**src/rtl/rule_cfg_loader.sv**
```systemverilog
// Rule-configuration master: queues host commands, issues paced single-cycle
// rule writes and optionally reads each entry back to compare it under a mask.
module rule_cfg_loader #(
  parameter int CMD_DEPTH  = 8,
  parameter int WR_GAP     = 1,
  parameter int RD_TIMEOUT = 16
) (
  input  logic        i_clk,
  input  logic        i_rst,
  input  logic        i_cmd_valid,
  output logic        o_cmd_ready,
  input  logic        i_cmd_verify,
  input  logic [31:0] i_cmd_addr,
  input  logic [31:0] i_cmd_wdata,
  input  logic [31:0] i_cmd_mask,
  output logic        o_rule_wren,
  output logic        o_rule_rden,
  output logic [31:0] o_rule_addr,
  output logic [31:0] o_rule_wdata,
  input  logic        i_rule_rdata_valid,
  input  logic [31:0] i_rule_rdata,
  output logic        o_busy,
  output logic        o_done,
  output logic        o_err,
  output logic [1:0]  o_err_code,
  output logic [31:0] o_err_addr,
  output logic [15:0] o_wr_cnt,
  output logic [7:0]  o_err_cnt,
  input  logic        i_err_clr
);

  localparam int AW = $clog2(CMD_DEPTH);
  localparam int GW = (WR_GAP < 2) ? 1 : $clog2(WR_GAP);
  localparam int TW = $clog2(RD_TIMEOUT + 1);
  localparam logic [AW:0] FULL_CNT = CMD_DEPTH[AW:0];

  typedef struct packed {
    logic        verify;
    logic [31:0] addr;
    logic [31:0] wdata;
    logic [31:0] mask;
  } cmd_t;

  typedef enum logic [2:0] {IDLE, WRITE, GAP, READ, WAIT_RD} state_t;

  cmd_t            mem_q [CMD_DEPTH];
  logic [AW-1:0]   wr_ptr_q, wr_ptr_d, rd_ptr_q, rd_ptr_d;
  logic [AW:0]     cnt_q, cnt_d;
  cmd_t            hold_q, hold_d;
  state_t          state_q, state_d;
  logic [GW-1:0]   gap_q, gap_d;
  logic [TW-1:0]   tmr_q, tmr_d;

  logic            wren_q, wren_d, rden_q, rden_d;
  logic [31:0]     addr_q, addr_d, wdata_q, wdata_d;
  logic            busy_q, busy_d, done_q, done_d;
  logic            err_q, err_d;
  logic [1:0]      err_code_q, err_code_d;
  logic [31:0]     err_addr_q, err_addr_d;
  logic [15:0]     wr_cnt_q, wr_cnt_d;
  logic [7:0]      err_cnt_q, err_cnt_d;
  logic            cmd_ready_q, cmd_ready_d;

  logic            push, pop;
  logic [1:0]      ev_code;

  always_comb begin
    push     = i_cmd_valid && cmd_ready_q;
    pop      = (state_q == IDLE) && (cnt_q != '0);
    wr_ptr_d = push ? wr_ptr_q + 1'b1 : wr_ptr_q;
    rd_ptr_d = pop  ? rd_ptr_q + 1'b1 : rd_ptr_q;
    cnt_d    = cnt_q + {{AW{1'b0}}, push} - {{AW{1'b0}}, pop};
    hold_d   = pop ? mem_q[rd_ptr_q] : hold_q;

    state_d = state_q;
    gap_d   = gap_q;
    tmr_d   = tmr_q;
    ev_code = 2'b00;
    case (state_q)
      IDLE:    if (pop) state_d = WRITE;
      WRITE: begin
        gap_d = '0;
        if (WR_GAP > 0) state_d = GAP;
        else            state_d = hold_q.verify ? READ : IDLE;
      end
      GAP: begin
        if (int'(gap_q) >= WR_GAP - 1) state_d = hold_q.verify ? READ : IDLE;
        else                           gap_d   = gap_q + 1'b1;
      end
      READ: begin
        tmr_d   = '0;
        state_d = WAIT_RD;
      end
      WAIT_RD: begin
        tmr_d = tmr_q + 1'b1;
        // readback arriving on the last timeout cycle still counts
        if (i_rule_rdata_valid) begin
          if ((i_rule_rdata & hold_q.mask) != (hold_q.wdata & hold_q.mask)) ev_code = 2'b01;
          state_d = IDLE;
        end else if (int'(tmr_q) >= RD_TIMEOUT - 1) begin
          ev_code = 2'b10;
          state_d = IDLE;
        end
      end
      default: state_d = IDLE;
    endcase

    wren_d   = (state_q == WRITE);
    rden_d   = (state_q == READ);
    addr_d   = (wren_d || rden_d) ? hold_q.addr  : addr_q;
    wdata_d  = (wren_d || rden_d) ? hold_q.wdata : wdata_q;
    wr_cnt_d = (wren_d && wr_cnt_q != 16'hFFFF) ? wr_cnt_q + 16'd1 : wr_cnt_q;

    err_d      = err_q;
    err_code_d = err_code_q;
    err_addr_d = err_addr_q;
    err_cnt_d  = err_cnt_q;
    if (ev_code != 2'b00) begin
      err_d      = 1'b1;
      err_code_d = ev_code;
      err_addr_d = hold_q.addr;
      if (i_err_clr)                err_cnt_d = 8'd1;
      else if (err_cnt_q != 8'hFF)  err_cnt_d = err_cnt_q + 8'd1;
    end else if (i_err_clr) begin
      err_d      = 1'b0;
      err_code_d = 2'b00;
      err_addr_d = '0;
      err_cnt_d  = '0;
    end

    done_d = (state_d == IDLE) && (cnt_q == '0) && !push &&
             (state_q == WRITE || state_q == GAP || state_q == WAIT_RD);
    busy_d      = (cnt_d != '0) || (state_d != IDLE);
    cmd_ready_d = (cnt_d != FULL_CNT);
  end

  // Storage is not reset; the pointers and count define validity.
  always_ff @(posedge i_clk) begin
    if (push) mem_q[wr_ptr_q] <= {i_cmd_verify, i_cmd_addr, i_cmd_wdata, i_cmd_mask};
  end

  always_ff @(posedge i_clk) begin
    if (i_rst) begin
      wr_ptr_q    <= '0;
      rd_ptr_q    <= '0;
      cnt_q       <= '0;
      hold_q      <= '0;
      state_q     <= IDLE;
      gap_q       <= '0;
      tmr_q       <= '0;
      wren_q      <= 1'b0;
      rden_q      <= 1'b0;
      addr_q      <= '0;
      wdata_q     <= '0;
      busy_q      <= 1'b0;
      done_q      <= 1'b0;
      err_q       <= 1'b0;
      err_code_q  <= '0;
      err_addr_q  <= '0;
      wr_cnt_q    <= '0;
      err_cnt_q   <= '0;
      cmd_ready_q <= 1'b0;
    end else begin
      wr_ptr_q    <= wr_ptr_d;
      rd_ptr_q    <= rd_ptr_d;
      cnt_q       <= cnt_d;
      hold_q      <= hold_d;
      state_q     <= state_d;
      gap_q       <= gap_d;
      tmr_q       <= tmr_d;
      wren_q      <= wren_d;
      rden_q      <= rden_d;
      addr_q      <= addr_d;
      wdata_q     <= wdata_d;
      busy_q      <= busy_d;
      done_q      <= done_d;
      err_q       <= err_d;
      err_code_q  <= err_code_d;
      err_addr_q  <= err_addr_d;
      wr_cnt_q    <= wr_cnt_d;
      err_cnt_q   <= err_cnt_d;
      cmd_ready_q <= cmd_ready_d;
    end
  end

  assign o_cmd_ready  = cmd_ready_q;
  assign o_rule_wren  = wren_q;
  assign o_rule_rden  = rden_q;
  assign o_rule_addr  = addr_q;
  assign o_rule_wdata = wdata_q;
  assign o_busy       = busy_q;
  assign o_done       = done_q;
  assign o_err        = err_q;
  assign o_err_code   = err_code_q;
  assign o_err_addr   = err_addr_q;
  assign o_wr_cnt     = wr_cnt_q;
  assign o_err_cnt    = err_cnt_q;

endmodule

```
**config.mk**
```make
export PLATFORM = sky130hd
export DESIGN_NAME = rule_cfg_loader
export DESIGN_NICKNAME = d
export VERILOG_FILES = /design/src/rtl/rule_cfg_loader.sv
export SDC_FILE = /design/constraint.sdc
export NUM_CORES = 1
export LEC_CHECK = 0
export CAP_MARGIN = 20
export CORE_AREA = 8 8 319 321
export DETAILED_ROUTE_END_ITERATION = 10
export DIE_AREA = 0 0 327 329
export GPL_TIMING_DRIVEN = 0
export PLACE_DENSITY = 0.53
export SLEW_MARGIN = 20
export SYNTH_ARGS = -nofsm -noshare
export SYNTH_HDL_FRONTEND = slang
export SYNTH_SLANG_ARGS = --single-unit
```
**constraint.sdc**
```tcl
create_clock -name i_clk -period 13.78 [get_ports i_clk]
set_input_delay 2.756 -clock i_clk [delete_from_list [all_inputs] [get_ports i_clk]]
set_output_delay 2.756 -clock i_clk [all_outputs]
set_load 0.005 [all_outputs]
```
==> flow_summary.yaml <==
floorplan:
  core_area_um2: 97100
  die_w_um: 327
  rows: 115
  fp.dieH_um: 329
  die_area_um2: 108000
  io_pins: 262
  start_util: 0.394
critical_path:
  cp-startpoint: "i_cmd_valid"
  reg2regPathDepth: 15
  cp_slowest_cell: "nor3b_2"
  cpLargestDelayFamily: "buffers and inverters"
  worstPathCellList: "clkdlybuf4s50_1 > and2_0 > nand2_1 > nor3b_2 > buf_6 > buf_6 > buf_6 > buf_4 > buf_6 > buf_4 > buf_4"
  crit_top_cell: "buf_6"
  critPathMaxStageDelay_ns: 0.66
  cp.required_ns: 14.15
  crit_buf_inv: 8
  crit_fanout: 8
  cp-end-kind: "register"
  start_kind: "primary input"
  rr_endpoint: "o_busy"
  crit_type: "in -> reg"
  crit_cells: 11
  endpoint: "mem_q[5][18]"
  crit_arrival_ns: 5.79
  r2r_slack_ns: 9.36
  reg2reg_from: "cnt_q[2]"
cts:
  root_buffer: "clkbuf_16"
  cts.sinks: 1019
  cts_tree: "yes"
  cts_buffers: 104
  clkTransAtPathRegs_ns: 0.06
  cts.path.max_buffers: 3
  ctsHtreeMaxLevel: 3
  clock_latency_ns: 0.67
  cts_resized: 0
  cts_hold_buf: 0
  cts_setup_buffers: 0
synthesis:
  synth-edff-count: 776
  synth_cell_type_count: 57
  ys_ff_latch: 1019
  syn_area_um2: 38300
  synth_seq_area_share: 0.736
  yosys_warnings: 0
  synth.largest_area_cell: "edfxtp_1"
  synth_fp_nets: 2347
  ys.flop_type: "edfxtp_1"
  syn_area_per_cell_um2: 17.4
  async_flop_share: 0
  synthesis.instances: 2201
  netlist.area_leader.share: 0.609
  synth_area_leaders: "edfxtp_1 (61%), dfxtp_1 (13%), mux4_2 (11%), mux2i_1 (2.6%), a211oi_1 (1.9%)"
finish:
  multi_input_area_um2: 9590
  drive_above_1_share: 0.185
  final_nets: 2827
  final_cell_area_um2: 47200
  final_cells: 4068
  final_common_cell: "edfxtp_1"
  fillCellCount: 8225
  regArea_um2: 28200
  areaGrowthSynthToFinish_pct: 23.4
  mostFrequentLayoutCells: "edfxtp_1 (776), clkdlybuf4s50_1 (261), dfxtp_1 (243)"
route:
  dr_wl_met3_mm: 7.23
  wl_per_cell_um: 25.4
  wl_met1_mm: 44.3
  top_layer: "met5"
  wl_mm: 103
  dr.first_iter.drc_count: 1846
  met2WireLength_mm: 49.4
  vias: 21500
  ant_nets: 0
  drc: 0
  via_per_inst: 5.28
  drt-pass1-iter-count: 5
timing:
  hold_viol_final: 0
  timing.fmax_ghz: 0.184
  fin_crit_ns: 5.42
  post-route-period-util: 0.393
  postLayoutSetupSlackWorst_ns: 8.36
  finalSetupViolations: 0
  hold_slack_ns: 0.455
  tns_ns: 0
  worst_slew_pin_slew_ns: 1.10
  skew_ns: 0.0213
  maxSlewViolCount: 0
  relSlewSlack: 0.267
  rsz0062_at_grt: "false"
place:
  gp_congestion: 0.827
  post-place-ws_ns: 7.64
  dp_cells: 3862
  port_buffers: 261
  place_area_um2: 43700
  place_hpwl_mm: 74.6
hold_path:
  hold_path.class: "reg -> reg"
  worstHoldStart: "o_err_addr[26]"
power:
  vdd_drop_max_v: 0.000116
  p_per_area_nw_per_um2: 182
  p_leak_nw: 15.1
global_route:
  track_usage: 0.188
  overflow: 0
  grt_max_degree: 20
  antenna_found_initial: 16
  grt_pass1_wl_mm: 149
  grt_pass1_vias: 22000
run_status:
  status: "completed"
job:
  cap_violations: 0
[logic make-up (layout without fill, tap and decap cells)]
kind of cell,count (synthesis),in the layout,synth area share
other,0,9,0
AND/OR/NAND/NOR,427,427,0.0503
flip-flops,1019,1019,0.736
adder cells (fa/ha/maj),12,12,0.00412
buffers and inverters,144,715,0.0150
multiplexers,293,293,0.140
XOR/XNOR,53,53,0.0121
AO/OA/AOI/OAI,253,253,0.0424
[layer usage]
| layer | vias to the layer above | global-route usage |
|---|---|---|
| met1 | 11000 | 0.254 |
| li1 | 9601 | - |
| met5 | - | 0 |
| met3 | 147 | 0.0393 |
| met2 | 669 | 0.311 |
| met4 | 10 | 0.0438 |
[how the worst min path moves through the flow]
stage | to | cells past startpoint
final | o_err_addr[26] | 2
after global routing | o_rule_addr[22] | 2
after CTS | o_rule_addr[22] | 2
after detailed placement | o_rule_wdata[5] | 2
after global placement | o_rule_wdata[31] | 2
after floorplan | o_rule_addr[0] | 2
[report_power, final]
| part | switching, mW | leakage, nW | total [mW] | internal, mW |
|---|---|---|---|---|
| logic | 1.18 | 4.43 | 2.01 | 0.828 |
| clock network | 1.17 | 1.72 | 2.85 | 1.68 |
| registers | 0.188 | 9.00 | 3.75 | 3.56 |
[worst reg2reg max path: stages, from the launching register on]
cell      delay, ns
dfxtp_1        0.30
inv_1          0.05
ha_1           0.19
nor3b_1        0.19
nor4_4         0.58
buf_6          0.25
clkbuf_2       0.49
buf_1          0.61
ha_1           0.36
inv_1          0.06
ha_1           0.16
inv_1          0.07
fa_1           0.40
xnor2_1        0.14
nor3b_1        0.28
a31oi_1        0.13
[cell usage after synthesis, types with 2 or more instances]
library cell	instances
a21oi_1	82
nor2_1	137
xor2_1	44
edfxtp_1	776
a211oi_1	97
clkbuf_2	2
inv_1	11
o21ai_0	33
nand3b_1	4
a21o_1	3
nand3_1	45
or2_2	2
mux4_2	194
dfxtp_1	243
and3_1	8
mux2i_1	98
or3_1	3
and4_1	2
buf_2	23
nor4_1	3
buf_1	20
o32ai_1	2
a22oi_1	16
nand4_1	10
xnor2_1	9
o21ai_1	6
a2111oi_0	2
nor3b_1	7
nor3_1	8
nand2_1	151
nand2b_1	35
ha_1	11
clkbuf_1	87
nor2b_1	3
o31ai_1	2
[stage by stage]
stage | utilization | total power [mW]
floorplan | - | 5.02
global route | 0.486 | 8.97
global placement | 0.438 | 5.83
detailed placement | 0.450 | 5.86
CTS | 0.486 | 8.71
finish | 0.486 | 8.61
[area by class of cell]
cell class	count	share of cell area
multi-input combinational	1038	0.203
clock buffer	148	0.0624
buffer	133	0.0114
timing repair buffer	374	0.0800
tap	1287	0.0341
clock inverter	49	0.0115
sequential	1019	0.596
antenna	9	0.000477
inverter	11	0.000874
[flip-flops by register name, summed over array words and instances (netlist names), 2 cells and up]
| signal | cells |
|---|---|
| o_rule_addr | 32 |
| mem_q | 776 |
| cnt_q | 4 |
| o_rule_wdata | 32 |
| o_err_addr | 32 |
| state_q | 3 |
| o_wr_cnt | 16 |
| hold_q | 97 |
| wr_ptr_q | 3 |
| rd_ptr_q | 3 |
| o_err_code | 2 |
| tmr_q | 5 |
| o_err_cnt | 8 |
No activity file was read; power rests on OpenSTA's default activity.
